===== src/rtl/autosym_pkg.sv =====
// Shared encodings and helpers for the autosymmetric function evaluator.
package autosym_pkg;

  typedef enum logic [1:0] {
    SEL_ROW = 2'b00,
    SEL_TAB = 2'b01,
    SEL_POL = 2'b10,
    SEL_RSV = 2'b11
  } cfg_sel_e;

  typedef enum logic [1:0] {
    CONFIG = 2'b00,
    RUN    = 2'b01,
    DRAIN  = 2'b10
  } state_e;

  function automatic int max_int(input int a, input int b);
    if (a > b) begin
      return a;
    end else begin
      return b;
    end
  endfunction

endpackage


===== src/rtl/autosym_eval_pipe_if.sv =====
// Configuration, input-stream and output-stream signals of the evaluator.
interface autosym_eval_pipe_if
  import autosym_pkg::*;
#(
  parameter int N_IN  = 7,
  parameter int N_OUT = 1,
  parameter int N_RED = 4
);
  localparam int DATA_W = max_int(N_IN, N_OUT);
  localparam int ADDR_W = N_RED;

  logic              cfg_we;
  logic [1:0]        cfg_sel;
  logic [ADDR_W-1:0] cfg_addr;
  logic [DATA_W-1:0] cfg_wdata;
  logic              cfg_commit;
  logic              cfg_unlock;
  logic              cfg_err;
  logic              busy;
  logic              in_valid;
  logic              in_ready;
  logic [N_IN-1:0]   in_data;
  logic              out_valid;
  logic              out_ready;
  logic [N_OUT-1:0]  out_data;

  modport master (
    output cfg_we, cfg_sel, cfg_addr, cfg_wdata, cfg_commit, cfg_unlock,
    output in_valid, in_data, out_ready,
    input  cfg_err, busy, in_ready, out_valid, out_data
  );

  modport slave (
    input  cfg_we, cfg_sel, cfg_addr, cfg_wdata, cfg_commit, cfg_unlock,
    input  in_valid, in_data, out_ready,
    output cfg_err, busy, in_ready, out_valid, out_data
  );

endinterface


===== src/rtl/autosym_proj.sv =====
// Combinational GF(2) matrix-vector product: o_r[i] = parity(i_x & i_a[i]).
module autosym_proj #(
  parameter int N_IN  = 7,
  parameter int N_RED = 4
) (
  input  logic [N_IN-1:0]             i_x,
  input  logic [N_RED-1:0][N_IN-1:0]  i_a,
  output logic [N_RED-1:0]            o_r
);

  // one parity tree per matrix row
  always_comb begin
    o_r = '0;
    for (int i = 0; i < N_RED; i++) begin
      o_r[i] = ^(i_x & i_a[i]);
    end
  end

endmodule


===== src/rtl/autosym_eval_pipe.sv =====
// Programmable f(x) = g(A*x) evaluator with a two-stage valid/ready pipeline
// and a CONFIG/RUN/DRAIN controller guarding run-time reconfiguration.
module autosym_eval_pipe
  import autosym_pkg::*;
#(
  parameter int N_IN  = 7,
  parameter int N_OUT = 1,
  parameter int N_RED = 4
) (
  input logic                clk,
  input logic                rst_n,
  autosym_eval_pipe_if.slave bus
);

  localparam int ADDR_W = N_RED;
  localparam int TAB_D  = 1 << N_RED;
  localparam logic [ADDR_W:0] ROW_LIM = (ADDR_W + 1)'(N_RED);

  state_e                    r_state;
  state_e                    w_state_nxt;
  logic [N_RED-1:0][N_IN-1:0] r_a;
  logic [N_OUT-1:0]          r_tab [TAB_D];
  logic [N_OUT-1:0]          r_pol;
  logic [N_OUT-1:0]          r_out_data;
  logic [ADDR_W-1:0]         r_s1_r;
  logic [ADDR_W-1:0]         w_proj;
  logic                      r_s1_v, r_s2_v, r_cfg_err, r_busy;
  logic                      w_s1_adv, w_s2_adv, w_in_ready, w_accept;
  logic                      w_row_oob, w_wr_ok, w_wr_bad, w_commit_ok;
  logic                      w_unused;

  assign w_s2_adv    = !r_s2_v || bus.out_ready;
  assign w_s1_adv    = !r_s1_v || w_s2_adv;
  assign w_in_ready  = (r_state == RUN) && w_s1_adv;
  assign w_accept    = bus.in_valid && w_in_ready;
  assign w_row_oob   = {1'b0, bus.cfg_addr} >= ROW_LIM;
  assign w_commit_ok = (r_state == CONFIG) && bus.cfg_commit;
  assign w_unused    = ^bus.cfg_wdata;

  autosym_proj #(.N_IN(N_IN), .N_RED(N_RED)) u_proj (
    .i_x (bus.in_data),
    .i_a (r_a),
    .o_r (w_proj)
  );

  // classify a config write as applied or dropped-with-error
  always_comb begin
    w_wr_ok  = 1'b0;
    w_wr_bad = 1'b0;
    if (bus.cfg_we) begin
      if ((r_state == CONFIG) && (bus.cfg_sel != SEL_RSV) &&
          !((bus.cfg_sel == SEL_ROW) && w_row_oob)) begin
        w_wr_ok = 1'b1;
      end else begin
        w_wr_bad = 1'b1;
      end
    end else begin
      w_wr_ok  = 1'b0;
      w_wr_bad = 1'b0;
    end
  end

  // controller next state; a same-cycle write still lands before RUN
  always_comb begin
    w_state_nxt = r_state;
    case (r_state)
      CONFIG: begin
        if (bus.cfg_commit) w_state_nxt = RUN;
        else                w_state_nxt = CONFIG;
      end
      RUN: begin
        if (bus.cfg_unlock) w_state_nxt = DRAIN;
        else                w_state_nxt = RUN;
      end
      DRAIN: begin
        if (!r_s1_v && !r_s2_v) w_state_nxt = CONFIG;
        else                    w_state_nxt = DRAIN;
      end
      default: w_state_nxt = CONFIG;
    endcase
  end

  // controller state and registered busy flag
  always_ff @(posedge clk) begin
    if (!rst_n) begin
      r_state <= CONFIG;
      r_busy  <= 1'b0;
    end else begin
      r_state <= w_state_nxt;
      r_busy  <= (w_state_nxt != CONFIG);
    end
  end

  // matrix rows, restriction table and polarity mask
  always_ff @(posedge clk) begin
    if (!rst_n) begin
      r_a   <= '0;
      r_pol <= '0;
      for (int k = 0; k < TAB_D; k++) begin
        r_tab[k] <= '0;
      end
    end else if (w_wr_ok) begin
      case (cfg_sel_e'(bus.cfg_sel))
        SEL_ROW: begin
          for (int i = 0; i < N_RED; i++) begin
            if (bus.cfg_addr == ADDR_W'(i)) r_a[i] <= bus.cfg_wdata[N_IN-1:0];
          end
        end
        SEL_TAB: r_tab[bus.cfg_addr] <= bus.cfg_wdata[N_OUT-1:0];
        SEL_POL: r_pol <= bus.cfg_wdata[N_OUT-1:0];
        default: r_pol <= r_pol;
      endcase
    end
  end

  // sticky error: a bad write wins over a clearing commit in the same cycle
  always_ff @(posedge clk) begin
    if (!rst_n) begin
      r_cfg_err <= 1'b0;
    end else if (w_wr_bad) begin
      r_cfg_err <= 1'b1;
    end else if (w_commit_ok) begin
      r_cfg_err <= 1'b0;
    end else begin
      r_cfg_err <= r_cfg_err;
    end
  end

  // stage 1 holds the reduced index, stage 2 the looked-up result
  always_ff @(posedge clk) begin
    if (!rst_n) begin
      r_s1_v     <= 1'b0;
      r_s1_r     <= '0;
      r_s2_v     <= 1'b0;
      r_out_data <= '0;
    end else begin
      if (w_s1_adv) begin
        r_s1_v <= w_accept;
        if (w_accept) r_s1_r <= w_proj;
      end
      if (w_s2_adv) begin
        r_s2_v <= r_s1_v;
        if (r_s1_v) r_out_data <= r_tab[r_s1_r] ^ r_pol;
      end
    end
  end

  assign bus.in_ready  = w_in_ready;
  assign bus.out_valid = r_s2_v;
  assign bus.out_data  = r_out_data;
  assign bus.cfg_err   = r_cfg_err;
  assign bus.busy      = r_busy;

endmodule


===== src/flat_wrapper.sv =====
// flat-port wrapper written by rule: the top's interface ports become plain ports
module autosym_eval_pipe_flat import autosym_pkg::*;
#(
  parameter int N_IN  = 7,
  parameter int N_OUT = 1,
  parameter int N_RED = 4
)
  (clk, rst_n, bus_cfg_we, bus_cfg_sel, bus_cfg_addr, bus_cfg_wdata, bus_cfg_commit, bus_cfg_unlock, bus_in_valid, bus_in_data, bus_out_ready, bus_cfg_err, bus_busy, bus_in_ready, bus_out_valid, bus_out_data);
  autosym_eval_pipe_if #(.N_IN(N_IN), .N_OUT(N_OUT), .N_RED(N_RED)) bus_i ();
  input logic clk;
  input logic rst_n;
  input wire logic [$bits(bus_i.cfg_we)-1:0] bus_cfg_we;
  input wire logic [$bits(bus_i.cfg_sel)-1:0] bus_cfg_sel;
  input wire logic [$bits(bus_i.cfg_addr)-1:0] bus_cfg_addr;
  input wire logic [$bits(bus_i.cfg_wdata)-1:0] bus_cfg_wdata;
  input wire logic [$bits(bus_i.cfg_commit)-1:0] bus_cfg_commit;
  input wire logic [$bits(bus_i.cfg_unlock)-1:0] bus_cfg_unlock;
  input wire logic [$bits(bus_i.in_valid)-1:0] bus_in_valid;
  input wire logic [$bits(bus_i.in_data)-1:0] bus_in_data;
  input wire logic [$bits(bus_i.out_ready)-1:0] bus_out_ready;
  output wire logic [$bits(bus_i.cfg_err)-1:0] bus_cfg_err;
  output wire logic [$bits(bus_i.busy)-1:0] bus_busy;
  output wire logic [$bits(bus_i.in_ready)-1:0] bus_in_ready;
  output wire logic [$bits(bus_i.out_valid)-1:0] bus_out_valid;
  output wire logic [$bits(bus_i.out_data)-1:0] bus_out_data;
  assign bus_i.cfg_we = bus_cfg_we;
  assign bus_i.cfg_sel = bus_cfg_sel;
  assign bus_i.cfg_addr = bus_cfg_addr;
  assign bus_i.cfg_wdata = bus_cfg_wdata;
  assign bus_i.cfg_commit = bus_cfg_commit;
  assign bus_i.cfg_unlock = bus_cfg_unlock;
  assign bus_i.in_valid = bus_in_valid;
  assign bus_i.in_data = bus_in_data;
  assign bus_i.out_ready = bus_out_ready;
  assign bus_cfg_err = bus_i.cfg_err;
  assign bus_busy = bus_i.busy;
  assign bus_in_ready = bus_i.in_ready;
  assign bus_out_valid = bus_i.out_valid;
  assign bus_out_data = bus_i.out_data;
  autosym_eval_pipe #(.N_IN(N_IN), .N_OUT(N_OUT), .N_RED(N_RED)) u_core (.clk(clk), .rst_n(rst_n), .bus(bus_i));
endmodule

===== config.mk =====
export PLATFORM = sky130hd
export DESIGN_NAME = autosym_eval_pipe_flat
export DESIGN_NICKNAME = d
export VERILOG_FILES = /design/src/rtl/autosym_pkg.sv /design/src/rtl/autosym_eval_pipe_if.sv /design/src/rtl/autosym_proj.sv /design/src/rtl/autosym_eval_pipe.sv /design/src/flat_wrapper.sv
export SDC_FILE = /design/constraint.sdc
export NUM_CORES = 1
export LEC_CHECK = 0
export BUFFER_PORTS_ARGS = -buffer_cell sky130_fd_sc_hd__buf_2
export CAP_MARGIN = 30
export CORE_MARGIN = 3
export CORE_UTILIZATION = 42
export DETAILED_ROUTE_END_ITERATION = 10
export GPL_ROUTABILITY_DRIVEN = 1
export MAX_ROUTING_LAYER = met4
export PLACE_DENSITY_LB_ADDON = 0.1
export SLEW_MARGIN = 20
export SYNTH_ARGS = -nofsm -noshare
export SYNTH_HDL_FRONTEND = slang
export SYNTH_SLANG_ARGS = --single-unit

===== constraint.sdc =====
create_clock -name clk -period 2.3 [get_ports clk]
set_clock_uncertainty 0.05 [all_clocks]
set_input_delay 0.46 -clock clk [delete_from_list [all_inputs] [get_ports clk]]
set_output_delay 0.46 -clock clk [all_outputs]
set_load 0.1 [all_outputs]

==> qor.txt <==
CTS buffer count: 9
F_max: 483 MHz
DP Wirelength: 4210 microns
Critical Path End Type: output port
Worst slack, placed: 435 ps
Critical path class: flop to output port
DRT antenna net count: 0
H-tree depth: 3
Slew Limit Fails: 0
Final nets: 336
Unrepaired setup endpoints after global routing: false
Placed insts: 373
Slowest CP cell: dfxtp_1
Vias in the first global route: 1995
Layout cells sized above 1: 16.9%
Setup TNS: 0 ps
Cells after synthesis: 274
Post-CTS Setup Bufs: 0
Post-Route WL: 5910 microns
Gr usage total: 17.8%
Largest net degree at the start of global routing: 27
Minimum clock period: 2070 ps
Fill count: 575
Tcrit/Tclk final: 90.0%
Placeable Area: 6130 sq um
# clock sinks: 60
Final Hold Fails: 0
Clk Latency, worst-skew pair: 320 ps
Sequential fraction of the synthesis area: 43.8%
Critical-path cell list: nor2b_1 -> and2_1 -> buf_2
Initial DRC count: 78
Netlist cell types: 33
Most frequent cells in the layout: dfxtp_1, nand2_1, mux2i_1
Commonest non-fill, non-tap cell in the layout: dfxtp_1
Post-route cell area: 3140 sq um
Post-Syn Nets: 301
CP peak stage delay: 450 ps
CP delay by family, top: flip-flops
Mean Syn Cell Area: 10.0 sq um
First-pass GRT wire length: 9800 microns
Maximum fanout along the worst path: 6
Ant diodes: 0
Status: completed
Non-Filler Instances: 389
PortBufs: 31
Drt first pass iters: 5
Critical Path Source Type: flop
Post-DR wirelength/cell: 15.2 microns
# resized after CTS: 0
Placer congestion estimate: 0.761
Vias per inst: 5.28
Grt total ovfl: 0
Worst Tran Pin Value: 479 ps
Die Y: 86.8 microns
Critical path buffers and inverters: 1
Cell area after synthesis: 2740 sq um
P_leak: 1.49 nW
Placed Area: 2980 sq um
YS warnings: 0
Worst min path class: primary input to flop
Via count: 2054
Initial core utilization: 44.8%
# hold bufs at CTS: 0
DIE WIDTH: 86.8 microns
Residual DRC: 0
Area growth syn-to-layout: 14.5%
Critical Path AT: 1560 ps
CP Data Required Time: 1790 ps
Clock Tree Buf Depth: 2
Initial antenna violation count: 0
Max cap viols: 0
Max-slew headroom: 68.0%
Clock root buffer: clkbuf_8
Synth Register Bits: 60
Peak VDD IR: 0.395 mV
Cell row count: 28
CTS tree: built
IO Count: 32
Clock transition at the registers of the reported paths: 60 ps
DIE AREA: 7540 sq um
P per Cell Area: 645 nW/um^2
Final worst setup slack: 230 ps
Final setup viols: 0
[final timing paths]
check	start	endpoint	slack, ps	depth (start not counted)
worst max-delay path	u_core.r_state[0]$_SDFF_PN0_	bus_in_ready	230	3
worst min-delay path	bus_cfg_unlock	u_core.r_state[1]$_SDFF_PN0_	360	3
worst max register to register	flop	u_core.bus.out_data$_SDFFE_PN0P_	430	4
worst min register to register	u_core.r_tab[0]$_DFF_P_	u_core.r_tab[0]$_DFF_P_	420	2
[kinds of logic (layout without fill, tap and decap cells)]
| logic type | after synthesis | after routing | synth area share [%] |
|---|---|---|---|
| mux | 42 | 42 | 18.1 |
| xor+xnor | 17 | 17 | 9.44 |
| flops | 60 | 60 | 43.8 |
| compound gates | 30 | 30 | 7.66 |
| buf+inv | 15 | 55 | 2.10 |
| simple gates | 110 | 110 | 18.9 |
[synth_stat cells, drive strengths merged]
master	n	area, sq um
nand4b	1	8.76
o22ai	4	25.0
xnor2	9	78.8
xnor3	8	180
and4	1	8.76
o21bai	1	7.51
nand3	4	40.0
nand3b	2	15.0
mux4	5	128
a22oi	1	7.51
nor3b	2	15.0
and3b	2	17.5
o211ai	9	67.6
nand2	43	161
nor2	36	135
nand4	3	18.8
and2	1	6.26
and3	3	18.8
nand2b	3	18.8
o31ai	10	75.1
buf	1	5.00
inv	3	11.3
dfxtp	60	1200
o21ai	1	5.00
a21oi	3	15.0
nor2b	3	18.8
clkbuf	10	37.5
mux2i	37	370
clkinv	1	3.75
a211oi	1	7.51
nor3	6	35.0
[layout make-up]
| type | count | area, sq um | share of cell area, % |
|---|---|---|---|
| clock buffers | 14 | 153 | 4.86 |
| clock inverters | 2 | 10.0 | 0.318 |
| inverters | 4 | 15.0 | 0.478 |
| multi-input cells | 199 | 1490 | 47.3 |
| flip-flops and latches | 60 | 1200 | 38.2 |
| well taps | 75 | 93.8 | 2.99 |
| repair buffers | 35 | 185 | 5.89 |
[per-stage QoR]
step / utilization (%) / hold slack, ps / total power (W)
after detailed placement: 48.6 / 417 / 0.00125
after CTS: 51.3 / 350 / 0.00206
after global placement: 48.6 / 407 / 0.00125
after global routing: 51.3 / 360 / 0.00212
after floorplan: - / 384 / 0.00119
final: 51.3 / 361 / 0.00203
[report_power, final]
part	internal [W]	leakage (nW)	switching, W
sequential	0.00105	0.484	0.00000802
clock	0.000419	0.0844	0.000380
combinational	0.0000496	0.926	0.000121
[layer usage]
metal | vias to the layer above | global-route usage, % | share of wire [%]
met2 | 31 | 27.7 | 49
li1 | 1038 | - | -
met1 | 983 | 21.8 | 47
met4 | 0 | 5.10 | 0.64
met3 | 2 | 6.37 | 3.7
met5 | - | - | 0
[tightest hold or removal path, stage by stage]
cell and delay, ps:
buf_2 80, a21oi_1 70, nor2_1 80
[sequential cells by signal, indices dropped and copies added (netlist names), named ones only]
signal                count
u_core.r_s1_r             4
u_core.bus.cfg_err        1
u_core.r_tab             16
u_core.r_a               28
u_core.bus.out_valid      1
u_core.bus.out_data       1
u_core.r_pol              1
u_core.bus.busy           1
u_core.r_state            2
u_core.r_s1_v             1
(Power assumes the default switching activity.)
